===== config.mk =====
export PLATFORM = sky130hd
export DESIGN_NAME = sram_arbiter
export DESIGN_NICKNAME = d
export VERILOG_FILES = /design/src/rtl/sram_arbiter.sv
export SDC_FILE = /design/constraint.sdc
export NUM_CORES = 1
export LEC_CHECK = 0
export BUFFER_PORTS_ARGS = -buffer_cell sky130_fd_sc_hd__clkbuf_2
export CORE_AREA = 2 2 83 85
export CTS_CLUSTER_SIZE = 25
export DETAILED_ROUTE_END_ITERATION = 7
export DIE_AREA = 0 0 85 87
export PLACE_DENSITY = 0.74
export SYNTH_ARGS = -nofsm -noshare
export SYNTH_HDL_FRONTEND = slang
export SYNTH_SLANG_ARGS = --single-unit

===== constraint.sdc =====
create_clock -name clk -period 2.6 [get_ports clk]
set_input_delay 0.26 -clock clk [delete_from_list [all_inputs] [get_ports clk]]
set_output_delay 0.26 -clock clk [all_outputs]
set_load 0.01 [all_outputs]

===== src/rtl/sram_arbiter.sv =====
// sram_arbiter: sequences every access to the external 8-bit SRAM and shares it
// between the AVR upload/readback path and the SNES cartridge-bus read path.
// Each access is SETUP (1 cycle) -> STROBE (WAIT_CYCLES cycles) -> DONE (1 cycle).
// SNES wins ties unless the AVR has been passed over STARVE_LIMIT times in a row.
// All outputs come straight from registers.
// Optional build macro: SRAM_ARB_DEBUG_EN adds a registered debug[7:0] port.
module sram_arbiter #(
  parameter int ADDR_W       = 21,
  parameter int DATA_W       = 8,
  parameter int WAIT_CYCLES  = 2,
  parameter int STARVE_LIMIT = 4
) (
  input  logic              clk,
  input  logic              reset_n,
  input  logic              avr_req,
  input  logic              avr_we,
  input  logic [ADDR_W-1:0] avr_addr,
  input  logic [DATA_W-1:0] avr_wdata,
  output logic [DATA_W-1:0] avr_rdata,
  output logic              avr_ack,
  input  logic              snes_req,
  input  logic [ADDR_W-1:0] snes_addr,
  output logic [DATA_W-1:0] snes_rdata,
  output logic              snes_ack,
  output logic [ADDR_W-1:0] sram_addr,
  output logic [DATA_W-1:0] sram_dout,
  input  logic [DATA_W-1:0] sram_din,
  output logic              sram_data_oe,
  output logic              sram_ce_n,
  output logic              sram_oe_n,
  output logic              sram_we_n,
  output logic              busy,
  output logic              grant_snes
`ifdef SRAM_ARB_DEBUG_EN
  ,
  output logic [7:0]        debug
`endif
);

  typedef enum logic [1:0] {
    ST_IDLE   = 2'd0,
    ST_SETUP  = 2'd1,
    ST_STROBE = 2'd2,
    ST_DONE   = 2'd3
  } state_t;

  // Wait counter reloads with the index of the last strobe cycle.
  localparam logic [3:0] WAIT_LAST  = 4'(WAIT_CYCLES - 1);
  localparam logic [2:0] STARVE_MAX = 3'(STARVE_LIMIT);

  state_t              state_q, state_d;
  logic [3:0]          wait_q, wait_d;
  logic [2:0]          starve_q, starve_d;
  logic                wr_q, wr_d;            // direction of the current transaction
  logic [ADDR_W-1:0]   addr_q, addr_d;
  logic [DATA_W-1:0]   dout_q, dout_d;
  logic                data_oe_q, data_oe_d;
  logic                ce_n_q, ce_n_d;
  logic                oe_n_q, oe_n_d;
  logic                we_n_q, we_n_d;
  logic [DATA_W-1:0]   avr_rdata_q, avr_rdata_d;
  logic [DATA_W-1:0]   snes_rdata_q, snes_rdata_d;
  logic                avr_ack_q, avr_ack_d;
  logic                snes_ack_q, snes_ack_d;
  logic                busy_q, busy_d;
  logic                grant_snes_q, grant_snes_d;
  logic                snes_wins;

  // SNES has priority unless the AVR is waiting and has hit the starvation limit.
  assign snes_wins = snes_req && !(avr_req && (starve_q == STARVE_MAX));

  // Next-state and registered-output logic for the access sequencer.
  always_comb begin
    state_d      = state_q;
    wait_d       = wait_q;
    starve_d     = starve_q;
    wr_d         = wr_q;
    addr_d       = addr_q;
    dout_d       = dout_q;
    data_oe_d    = data_oe_q;
    ce_n_d       = ce_n_q;
    oe_n_d       = oe_n_q;
    we_n_d       = we_n_q;
    avr_rdata_d  = avr_rdata_q;
    snes_rdata_d = snes_rdata_q;
    avr_ack_d    = 1'b0;
    snes_ack_d   = 1'b0;
    busy_d       = busy_q;
    grant_snes_d = grant_snes_q;

    case (state_q)
      ST_IDLE: begin
        ce_n_d    = 1'b1;
        oe_n_d    = 1'b1;
        we_n_d    = 1'b1;
        data_oe_d = 1'b0;
        if (!avr_req) begin
          starve_d = '0;
        end
        if (snes_wins) begin
          // SNES path is read-only.
          grant_snes_d = 1'b1;
          wr_d         = 1'b0;
          addr_d       = snes_addr;
          ce_n_d       = 1'b0;
          busy_d       = 1'b1;
          state_d      = ST_SETUP;
          if (avr_req && (starve_q != STARVE_MAX)) begin
            starve_d = starve_q + 3'd1;
          end
        end else if (avr_req) begin
          grant_snes_d = 1'b0;
          wr_d         = avr_we;
          addr_d       = avr_addr;
          ce_n_d       = 1'b0;
          busy_d       = 1'b1;
          starve_d     = '0;
          state_d      = ST_SETUP;
          if (avr_we) begin
            dout_d    = avr_wdata;
            data_oe_d = 1'b1;
          end
        end
      end

      ST_SETUP: begin
        // Address and write data have had a full cycle to settle; open the strobe.
        wait_d  = WAIT_LAST;
        state_d = ST_STROBE;
        if (wr_q) begin
          we_n_d = 1'b0;
        end else begin
          oe_n_d = 1'b0;
        end
      end

      ST_STROBE: begin
        if (wait_q == 4'd0) begin
          // Last strobe edge: close strobes, deselect, capture read data, ack owner.
          oe_n_d  = 1'b1;
          we_n_d  = 1'b1;
          ce_n_d  = 1'b1;
          state_d = ST_DONE;
          if (grant_snes_q) begin
            snes_ack_d = 1'b1;
            if (!wr_q) begin
              snes_rdata_d = sram_din;
            end
          end else begin
            avr_ack_d = 1'b1;
            if (!wr_q) begin
              avr_rdata_d = sram_din;
            end
          end
        end else begin
          wait_d = wait_q - 4'd1;
        end
      end

      ST_DONE: begin
        // Write data was held through DONE for hold time; release the bus now.
        data_oe_d = 1'b0;
        busy_d    = 1'b0;
        state_d   = ST_IDLE;
      end

      default: begin
        state_d = ST_IDLE;
      end
    endcase
  end

  // State and output registers; reset forces strobes inactive and the bus released.
  always_ff @(posedge clk or negedge reset_n) begin
    if (!reset_n) begin
      state_q      <= ST_IDLE;
      wait_q       <= '0;
      starve_q     <= '0;
      wr_q         <= 1'b0;
      addr_q       <= '0;
      dout_q       <= '0;
      data_oe_q    <= 1'b0;
      ce_n_q       <= 1'b1;
      oe_n_q       <= 1'b1;
      we_n_q       <= 1'b1;
      avr_rdata_q  <= '0;
      snes_rdata_q <= '0;
      avr_ack_q    <= 1'b0;
      snes_ack_q   <= 1'b0;
      busy_q       <= 1'b0;
      grant_snes_q <= 1'b0;
    end else begin
      state_q      <= state_d;
      wait_q       <= wait_d;
      starve_q     <= starve_d;
      wr_q         <= wr_d;
      addr_q       <= addr_d;
      dout_q       <= dout_d;
      data_oe_q    <= data_oe_d;
      ce_n_q       <= ce_n_d;
      oe_n_q       <= oe_n_d;
      we_n_q       <= we_n_d;
      avr_rdata_q  <= avr_rdata_d;
      snes_rdata_q <= snes_rdata_d;
      avr_ack_q    <= avr_ack_d;
      snes_ack_q   <= snes_ack_d;
      busy_q       <= busy_d;
      grant_snes_q <= grant_snes_d;
    end
  end

  assign sram_addr    = addr_q;
  assign sram_dout    = dout_q;
  assign sram_data_oe = data_oe_q;
  assign sram_ce_n    = ce_n_q;
  assign sram_oe_n    = oe_n_q;
  assign sram_we_n    = we_n_q;
  assign avr_rdata    = avr_rdata_q;
  assign snes_rdata   = snes_rdata_q;
  assign avr_ack      = avr_ack_q;
  assign snes_ack     = snes_ack_q;
  assign busy         = busy_q;
  assign grant_snes   = grant_snes_q;

`ifdef SRAM_ARB_DEBUG_EN
  logic [7:0] debug_q;
  logic [1:0] state_bits;

  assign state_bits = state_q;

  // Registered snapshot of arbiter internals for bring-up.
  always_ff @(posedge clk or negedge reset_n) begin
    if (!reset_n) begin
      debug_q <= '0;
    end else begin
      debug_q <= {state_bits, grant_snes_q, starve_q, avr_req, snes_req};
    end
  end

  assign debug = debug_q;
`endif

endmodule


==> flow_summary.ini, run 1 <==
[timing]
final-hold-violation-count = 0
max_slew.worst_pin.slew_ps = 1010
setup-violations-final = 0
period_needed_ps = 2250
finalMaxSlewViolations = 0
fmax_ghz = 0.445
rsz0062_at_grt = false
timing.final.crit_share_pct = 86.4
skew_ps = 9.16
hold_slack_ps = 90.9
slew_headroom_pct = 32.8
tns_ps = 0

[finish]
layout-drive-gt1-share_pct = 44.7
area_growth_syn_to_layout_pct = 30.6
net_count_reported_at_finish = 453
antenna_cells = 0

[global_route]
grt_pass1_vias = 2373
grt.total_usage_pct = 19.7
global_route.overflow_total = 0
grt_pass1_wl_microns = 11700
grt_antenna_before_repair = 0
pin_count_of_the_biggest_net_entering_global_routing = 64

[worst_setup_path]
reg2reg_to = avr_rdata[3]
crit_required_ps = 2830
critPathCaptureType = flop
r2r_cells = 5
start_kind = flop
worst-setup-path-type = reg2reg
timing.reg2reg.setup_slack_ps = 350
maximum_fanout_along_the_worst_path = 13
critical_path_arrival_ps = 2470
r2r_start = wait_q[0]

[power]
powerDensity_mw_per_mm2 = 1250
internal_power_w = 0.00305
net-switching-power_w = 0.00173
leakage_nw = 1.93
seq_power_share_pct = 36.2
ir_worst_vdd_mv = 0.642
clock_power_share_pct = 22.0
p_sw_share_pct = 36.2
power_frac_comb_pct = 41.9
total_power_w = 0.00478

[synthesis]
yosysSeqAreaShare_pct = 53.9
synth_warn = 0
cell_types_with_the_highest_counts_after_synthesis = 60 x sky130_fd_sc_hd__dfrtp_1, 49 x sky130_fd_sc_hd__nand2_1, 23 x sky130_fd_sc_hd__nand4_1
yosys-top-cells-area = sky130_fd_sc_hd__dfrtp_1 51%, sky130_fd_sc_hd__mux2_2 6.9%, sky130_fd_sc_hd__nand2_1 6.3%
yosys_most_used_dff = sky130_fd_sc_hd__dfrtp_1
async_flop_share_pct = 100
number_of_register_bits_inferred_by_synthesis = 63
count_of_unique_library_cells_instantiated_by_yosys = 37
syn-num-nets = 340
synth.largest_area_cell = sky130_fd_sc_hd__dfrtp_1
synthesis.area_sq_mm = 0.00293
synth-edff-count = 0
netlist.area_leader.share_pct = 51.2
post-synth-top-count-cell = sky130_fd_sc_hd__dfrtp_1
syn_inst = 269
syn_area_per_cell_sq_um = 10.9

[placed_design]
hpwl_microns = 4980
gpl.final_weighted_congestion = 0.806
numPortBuffers = 115

[route]
detailroute.wirelength.met3_microns = 420
met1_length_microns = 3150
topRoutingLayerUsed = met4
via_density_per_instance = 5.25
finalWirelength_microns = 7010
drt_first_pass_iters = 4
post_drt_wl_per_cell_microns = 15.0
drc = 0
dr_wl_met2_microns = 3340
drtAntennaViolNets = 0
drt-initial-drc-count = 131
detailroute.via_count = 2451

[cts]
cts.repair_timing.setup_buffer_count = 0
post_cts_hold_buffer_count = 0
tritoncts.num_buffers = 9
path_clk_slew_ps = 70
cts_buffer_depth = 2
cts_sinks = 63
cts-resized-gates = 0
cell_at_the_root_of_the_clock_tree = sky130_fd_sc_hd__clkbuf_8
worst_skew_pair.late_latency_ps = 340
htreeDepth = 3
clock_tree_from_tritoncts = built

[outcome]
run_status = finished clean

[floorplanning]
dieArea_sq_mm = 0.00740
floorplan.initialDensity_pct = 44.6
rows = 30
die_height_microns = 87
coreArea_sq_mm = 0.00657
fp.dieW_microns = 85
io_pins = 116

[min_path]
min-delay-path-class = in2async

[flow_run]
cap_viol_max_count = 0
==> worst max-delay path by stage <==
stage	startpoint	end	slack, ps	depth (start not counted)
after global placement	wait_q[0]	avr_rdata[0]	440	5
after global routing	wait_q[0]	snes_rdata[5]	260	5
after floorplan	wait_q[0]	avr_rdata[0]	670	6
after detailed placement	wait_q[0]	avr_rdata[7]	380	5
final	wait_q[0]	avr_rdata[3]	350	5
after CTS	wait_q[0]	avr_rdata[3]	360	5
==> cell families (layout without fill, tap and decap cells) <==
| logic type | count (synthesis) | after routing | share of synthesized area [%] |
|---|---|---|---|
| AOI/OAI and AO/OA | 43 | 43 | 10.8 |
| xor gates and xnor gates | 1 | 1 | 0.299 |
| adders and majority gates | 8 | 8 | 3.41 |
| buffers and inverters | 32 | 150 | 4.35 |
| DFF | 63 | 63 | 53.9 |
| muxes | 29 | 29 | 12.0 |
| and+or+nand+nor | 93 | 93 | 15.2 |
==> placed cells by master (no fill, tap or decap), types with 3 or more instances in the layout <==
| cell | synthesis | final |
|---|---|---|
| sky130_fd_sc_hd__a21oi_1 | 4 | 4 |
| sky130_fd_sc_hd__a22o_1 | 3 | 3 |
| sky130_fd_sc_hd__buf_4 | 0 | 8 |
| sky130_fd_sc_hd__bufinv_16 | 0 | 3 |
| sky130_fd_sc_hd__clkbuf_2 | 0 | 114 |
| sky130_fd_sc_hd__clkbuf_8 | 0 | 10 |
| sky130_fd_sc_hd__dfrtp_1 | 60 | 60 |
| sky130_fd_sc_hd__dfstp_2 | 3 | 3 |
| sky130_fd_sc_hd__ha_1 | 8 | 8 |
| sky130_fd_sc_hd__inv_1 | 11 | 11 |
| sky130_fd_sc_hd__mux2_2 | 18 | 18 |
| sky130_fd_sc_hd__mux2_4 | 8 | 8 |
| sky130_fd_sc_hd__mux2i_1 | 3 | 3 |
| sky130_fd_sc_hd__nand2_1 | 49 | 49 |
| sky130_fd_sc_hd__nand2b_1 | 4 | 4 |
| sky130_fd_sc_hd__nand3_1 | 3 | 3 |
| sky130_fd_sc_hd__nand4_1 | 23 | 23 |
| sky130_fd_sc_hd__nor2_1 | 6 | 6 |
| sky130_fd_sc_hd__o211ai_1 | 21 | 21 |
| sky130_fd_sc_hd__o22ai_1 | 3 | 3 |
==> registers in the layout (all words and copies together), names as in the netlist <==
| register | cells |
|---|---|
| avr_ack | 1 |
| avr_rdata | 8 |
| busy | 1 |
| grant_snes | 1 |
| snes_ack | 1 |
| snes_rdata | 8 |
| sram_addr | 21 |
| sram_ce_n | 1 |
| sram_data_oe | 1 |
| sram_dout | 8 |
| sram_oe_n | 1 |
| sram_we_n | 1 |
| starve_q | 3 |
| state_q | 2 |
| wait_q | 4 |
| wr_q | 1 |
==> power by group through the flow <==
stage / combinational (W) / sequential, W / clock [W]
floorplan: 0.00112 / 0.00189 / 0
global placement: 0.00197 / 0.00172 / 0
detailed placement: 0.00202 / 0.00174 / 0
CTS: 0.00203 / 0.00173 / 0.00106
global route: 0.00223 / 0.00178 / 0.00112
finish: 0.00200 / 0.00173 / 0.00105
==> cell type report <==
class                           count  area, sq um
Fill cell                         574         2740
Clock inverter                      6          108
Tap cell                           80          100
Clock buffer                       10          138
Sequential cell                    63         1580
Timing Repair Buffer              123          636
Multi-Input combinational cell    174         1230
Inverter                           11         41.3
==> metrics by stage <==
step	utilization [%]	area (sq um)	worst slack, ps	std cells
floorplan	-	2930	672	269
global placement	54.6	3590	442	451
detailed placement	54.6	3590	379	451
finish	58.3	3830	353	467
CTS	58.3	3830	356	467
global route	58.3	3830	257	467
==> critical path: stages, from the launching register on <==
cell and delay (ps):
sky130_fd_sc_hd__dfrtp_1 430, sky130_fd_sc_hd__inv_1 110, sky130_fd_sc_hd__ha_1 170, sky130_fd_sc_hd__or3b_4 460, sky130_fd_sc_hd__or3_1 590, sky130_fd_sc_hd__mux2_4 370
==> layer usage <==
layer / global-route usage [%] / vias up
li1: - / 1178
met1: 26.2 / 1182
met2: 31.9 / 82
met3: 4.08 / 9
met4: 7.36 / 0
met5: 0 / -
Power figures use the tool's default switching activity.
==> inputs of run 2 (changes only) <==
--- a/config.mk
+++ b/config.mk
@@ -11,6 +11,7 @@
 export DETAILED_ROUTE_END_ITERATION = 7
 export DIE_AREA = 0 0 85 87
 export PLACE_DENSITY = 0.74
+export REMOVE_ABC_BUFFERS = 1
 export SYNTH_ARGS = -nofsm -noshare
 export SYNTH_HDL_FRONTEND = slang
 export SYNTH_SLANG_ARGS = --single-unit
==> run 2 against run 1 <==
Against the previous run: cell count grew 0.21%; register-to-register slack gained 30 ps; cell area shrank 0.85%; sequential share of layout area grew 0.35 points; largest power group unchanged; total power shrank 4.9%; die area is the same; worst hold slack gained 61 ps; combinational power is essentially flat; critical endpoint is now avr_rdata[1]; non-clock buffer count grew 1.
==> flow_summary.ini, run 2 (same netlist as run 1, synthesis figures left out) <==
[outcome]
run_status = finished clean

[worst_setup_path]
critical_path_arrival_ps = 2440
worst-setup-path-type = reg2reg
crit_family = simple AND/OR/NAND/NOR gates
critPathSlowestCell = sky130_fd_sc_hd__or3_1
worst-path-buf-inv = 1
maximum_fanout_along_the_worst_path = 13
start_kind = flop
crit_required_ps = 2820
r2r_cells = 5
reg2reg_to = avr_rdata[1]
timing.reg2reg.setup_slack_ps = 380
r2r_start = wait_q[0]
crit_path_cell_trace = inv_1, ha_1, or3b_4, or3_1, mux2_4
critPathCaptureType = flop
critical_path.max_stage_delay_ps = 590

[floorplanning]
floorplan.initialDensity_pct = 44.6
coreArea_sq_mm = 0.00657
fp.dieW_microns = 85
dieArea_sq_mm = 0.00740
io_pins = 116
rows = 30
die_height_microns = 87

[placed_design]
placement.cell_area_sq_mm = 0.00360
hpwl_microns = 4890
gpl.final_weighted_congestion = 0.805
detailedPlace.worstSlack_ps = 390
numPortBuffers = 115

[global_route]
grt_pass1_vias = 2427
grt_antenna_before_repair = 0
pin_count_of_the_biggest_net_entering_global_routing = 34
global_route.overflow_total = 0
grt_pass1_wl_microns = 11200
grt.total_usage_pct = 19.1

[power]
ir_worst_vdd_mv = 0.615
powerDensity_mw_per_mm2 = 1200
seq_power_share_pct = 38.0
internal_power_w = 0.00284
p_sw_share_pct = 37.6
leakage_nw = 1.91
net-switching-power_w = 0.00171
power_frac_comb_pct = 43.7
clock_power_share_pct = 18.3

[timing]
final-hold-violation-count = 0
timing.final.crit_share_pct = 85.5
setup-violations-final = 0
max_slew.worst_pin.slew_ps = 999
skew_ps = 9.88
tns_ps = 0
period_needed_ps = 2220
setup_ws_ps = 378
rsz0062_at_grt = false
finalMaxSlewViolations = 0
slew_headroom_pct = 33.4
fmax_ghz = 0.450

[route]
via_density_per_instance = 5.22
drtAntennaViolNets = 0
post_drt_wl_per_cell_microns = 14.3
detailroute.via_count = 2445
drt_first_pass_iters = 4
drc = 0
finalWirelength_microns = 6690
drt-initial-drc-count = 104

[finish]
design_area_sq_mm = 0.00380
final_common_cell = sky130_fd_sc_hd__clkbuf_2
net_count_reported_at_finish = 454
regArea_sq_mm = 0.00158
area_growth_syn_to_layout_pct = 29.5
layout.filler_cells = 553
multi_input_comb_area_sq_mm = 0.00123
final_core_utilization_pct = 57.8
layout-drive-gt1-share_pct = 44.1
most-common-layout-cells = 114 x sky130_fd_sc_hd__clkbuf_2, 60 x sky130_fd_sc_hd__dfrtp_1, 49 x sky130_fd_sc_hd__nand2_1
largest_register_ff_count = 21
antenna_cells = 0

[cts]
clock_tree_from_tritoncts = built
cts_buffer_depth = 2
path_clk_slew_ps = 70
tritoncts.num_buffers = 9
cts_sinks = 63
worst_skew_pair.late_latency_ps = 340
cell_at_the_root_of_the_clock_tree = sky130_fd_sc_hd__clkbuf_8
htreeDepth = 3

[min_path]
min-delay-path-class = in2reg
min_path_cells = 2
start_point_of_the_worst_hold_path = avr_wdata[4]
whs_endpoint = sram_dout[4]

[flow_run]
cap_viol_max_count = 0
[run 2: cell types whose count changed in the layout (fill, tap and decap cells not counted), sizes merged]
| cell | before | now |
|---|---|---|
| clkbuf | 124 | 125 |
| clkinv | 2 | 1 |
| bufinv | 3 | 1 |
| clkinvlp | 1 | 2 |
| dlygate4sd3 | 0 | 1 |
| inv | 11 | 12 |
[run 2: worst max path at each step]
stage                              end  slack (ps)  cells past startpoint       start
final                     avr_rdata[1]         380                      5   wait_q[0]
after floorplan             grant_snes         430                      4  state_q[0]
after global placement    avr_rdata[0]         450                      5   wait_q[0]
after CTS                 avr_rdata[1]         380                      5   wait_q[0]
after global routing      avr_rdata[5]         280                      5   wait_q[0]
after detailed placement  avr_rdata[4]         390                      5   wait_q[0]
[run 2: layout make-up]
class / instances / area share, %
Sequential cell: 63 / 41.6
Multi-Input combinational cell: 174 / 32.3
Timing Repair Buffer: 124 / 17.3
Clock buffer: 11 / 3.46
Tap cell: 80 / 2.64
Clock inverter: 5 / 1.55
Inverter: 11 / 1.09
[run 2: layer usage]
| layer | GRT usage (%) | wire length, microns |
|---|---|---|
| met5 | 0 | 0 |
| met4 | 8.66 | 108 |
| met3 | 3.70 | 378 |
| met2 | 30.8 | 3190 |
| met1 | 24.9 | 3010 |
[run 2: per-stage QoR]
| step | hold WS [ps] | cells | total power (W) |
|---|---|---|---|
| final | 152 | 468 | 0.00455 |
| after global routing | 150 | 468 | 0.00490 |
| after CTS | 142 | 468 | 0.00459 |
| after detailed placement | 367 | 451 | 0.00376 |
| after global placement | 360 | 451 | 0.00369 |
| after floorplan | -35.6 | 248 | 0.00296 |
[run 2: power by group through the flow]
stage	Sequential, W	Combinational [W]	Clock (W)
after floorplan	0.00189	0.00107	0
after global placement	0.00173	0.00196	0
after detailed placement	0.00175	0.00201	0
after CTS	0.00173	0.00201	0.000845
after global routing	0.00179	0.00222	0.000895
final	0.00173	0.00199	0.000831
[run 2: worst register-to-register path: stages, from the launching register on]
cell and delay (ps):
sky130_fd_sc_hd__dfrtp_1 410, sky130_fd_sc_hd__inv_1 100, sky130_fd_sc_hd__ha_1 160, sky130_fd_sc_hd__or3b_4 460, sky130_fd_sc_hd__or3_1 590, sky130_fd_sc_hd__mux2_4 380
[run 2: repair_timing]
| item | CTS | global route |
|---|---|---|
| resized for setup | 0 | 0 |
| endpoints found under the hold margin | 7 | 0 |
| setup buffers | 0 | 0 |
| hold buffers | 1 | 0 |
==> inputs of run 3 (changes only) <==
--- a/config.mk
+++ b/config.mk
@@ -6,11 +6,11 @@
 export NUM_CORES = 1
 export LEC_CHECK = 0
 export BUFFER_PORTS_ARGS = -buffer_cell sky130_fd_sc_hd__clkbuf_2
-export CORE_AREA = 2 2 83 85
+export CORE_AREA = 2 2 82 84
 export CTS_CLUSTER_SIZE = 25
 export DETAILED_ROUTE_END_ITERATION = 7
-export DIE_AREA = 0 0 85 87
-export PLACE_DENSITY = 0.74
+export DIE_AREA = 0 0 84 86
+export PLACE_DENSITY = 0.76
 export REMOVE_ABC_BUFFERS = 1
 export SYNTH_ARGS = -nofsm -noshare
 export SYNTH_HDL_FRONTEND = slang
==> run 3 against run 2 <==
Against the previous run: clock power is 6.9% lower; core utilization is 1.9 points higher; wire length rose by 2.9%; critical path type unchanged.
==> flow_summary.ini, run 3 (same netlist as run 1, synthesis figures left out) <==
[outcome]
run_status = finished clean

[floorplanning]
rows = 29
io_pins = 116
coreArea_sq_mm = 0.00628
die_height_microns = 86
floorplan.initialDensity_pct = 46.7
dieArea_sq_mm = 0.00722
fp.dieW_microns = 84

[timing]
rsz0062_at_grt = false
finalMaxSlewViolations = 0
timing.final.crit_share_pct = 85.8
tns_ps = 0
final-hold-violation-count = 0
setup_ws_ps = 370
max_slew.worst_pin.slew_ps = 1030
period_needed_ps = 2230
slew_headroom_pct = 31.6
setup-violations-final = 0
fmax_ghz = 0.448
skew_ps = 8.13

[power]
powerDensity_mw_per_mm2 = 1200
ir_worst_vdd_mv = 0.595
leakage_nw = 1.89

[cts]
worst_skew_pair.late_latency_ps = 340
tritoncts.num_buffers = 9
post_cts_hold_buffer_count = 0
cts_buffer_depth = 2
cts-resized-gates = 0
clock_tree_from_tritoncts = built
cts.repair_timing.setup_buffer_count = 0
htreeDepth = 3
cts_sinks = 63
cell_at_the_root_of_the_clock_tree = sky130_fd_sc_hd__clkbuf_8
path_clk_slew_ps = 70

[placed_design]
hpwl_microns = 4850
gpl.final_weighted_congestion = 0.795
numPortBuffers = 115
detailedPlace.worstSlack_ps = 365

[route]
via_density_per_instance = 5.29
topRoutingLayerUsed = met4
drt-initial-drc-count = 130
drt_first_pass_iters = 4
finalWirelength_microns = 6880
post_drt_wl_per_cell_microns = 14.9
dr_wl_met2_microns = 3200
drc = 0
drtAntennaViolNets = 0
detailroute.via_count = 2445
met1_length_microns = 3130
detailroute.wirelength.met3_microns = 406

[finish]
final_common_cell = sky130_fd_sc_hd__clkbuf_2
net_count_reported_at_finish = 451
most-common-layout-cells = 115 x sky130_fd_sc_hd__clkbuf_2, 60 x sky130_fd_sc_hd__dfrtp_1, 49 x sky130_fd_sc_hd__nand2_1
largest_register_ff_count = 21
layout-drive-gt1-share_pct = 44.4
area_growth_syn_to_layout_pct = 27.8
antenna_cells = 0

[worst_setup_path]
reg2reg_to = avr_rdata[5]
crit_required_ps = 2820
maximum_fanout_along_the_worst_path = 13
r2r_cells = 5
critical_path_arrival_ps = 2450
worst-setup-path-type = reg2reg
r2r_start = wait_q[0]
start_kind = flop
timing.reg2reg.setup_slack_ps = 370
critPathCaptureType = flop

[global_route]
grt.total_usage_pct = 19.4
pin_count_of_the_biggest_net_entering_global_routing = 64
grt_antenna_before_repair = 0
grt_pass1_vias = 2329
grt_pass1_wl_microns = 11100
global_route.overflow_total = 0

[flow_run]
cap_viol_max_count = 0

[min_path]
min-delay-path-class = in2async
## run 3: layout make-up
cell class              count  area, sq um
clock buffers              10          138
clock inverters             6         43.8
fillers                   548         2530
inverters                  11         41.3
multi-input cells         174         1230
flip-flops and latches     63         1580
well taps                  77         96.3
repair buffers            121          621
## run 3: worst max-delay path by stage
stage / start / end / slack (ps)
2_1_floorplan: state_q[0] / grant_snes / 430
3_3_place_gp: wait_q[0] / avr_rdata[1] / 450
3_5_place_dp: wait_q[0] / avr_rdata[7] / 370
4_1_cts: wait_q[0] / avr_rdata[7] / 360
5_1_grt: wait_q[0] / snes_rdata[0] / 270
6_report: wait_q[0] / avr_rdata[5] / 370
## run 3: report_power, final
group / internal, W / switching [W]
Combinational: 0.000923 / 0.00106
Sequential: 0.00145 / 0.000279
Clock: 0.000376 / 0.000397
## run 3: metal layers
metal,vias to the layer above,track usage [%]
met1,1175,25.3
met5,-,0
met3,11,4.52
met4,0,8.65
li1,1175,-
met2,84,31.1
## run 3: stage by stage
| stage | hold WS, ps | util [%] | instance area (sq um) | std cells | power, W |
|---|---|---|---|---|---|
| 2_1_floorplan | -35.6 | - | 2850 | 248 | 0.00296 |
| 3_3_place_gp | 460 | 56.8 | 3570 | 446 | 0.00366 |
| 3_5_place_dp | 467 | 56.8 | 3570 | 446 | 0.00375 |
| 4_1_cts | 112 | 59.7 | 3750 | 462 | 0.00453 |
| 5_1_grt | 139 | 59.7 | 3750 | 462 | 0.00479 |
| 6_report | 99.4 | 59.7 | 3750 | 462 | 0.00448 |
## run 3: worst max-delay path, cell delays in order, from the launching register on
cell	delay (ps)
sky130_fd_sc_hd__dfrtp_1	420
sky130_fd_sc_hd__inv_1	100
sky130_fd_sc_hd__ha_1	170
sky130_fd_sc_hd__or3b_4	470
sky130_fd_sc_hd__or3_1	590
sky130_fd_sc_hd__mux2_4	370
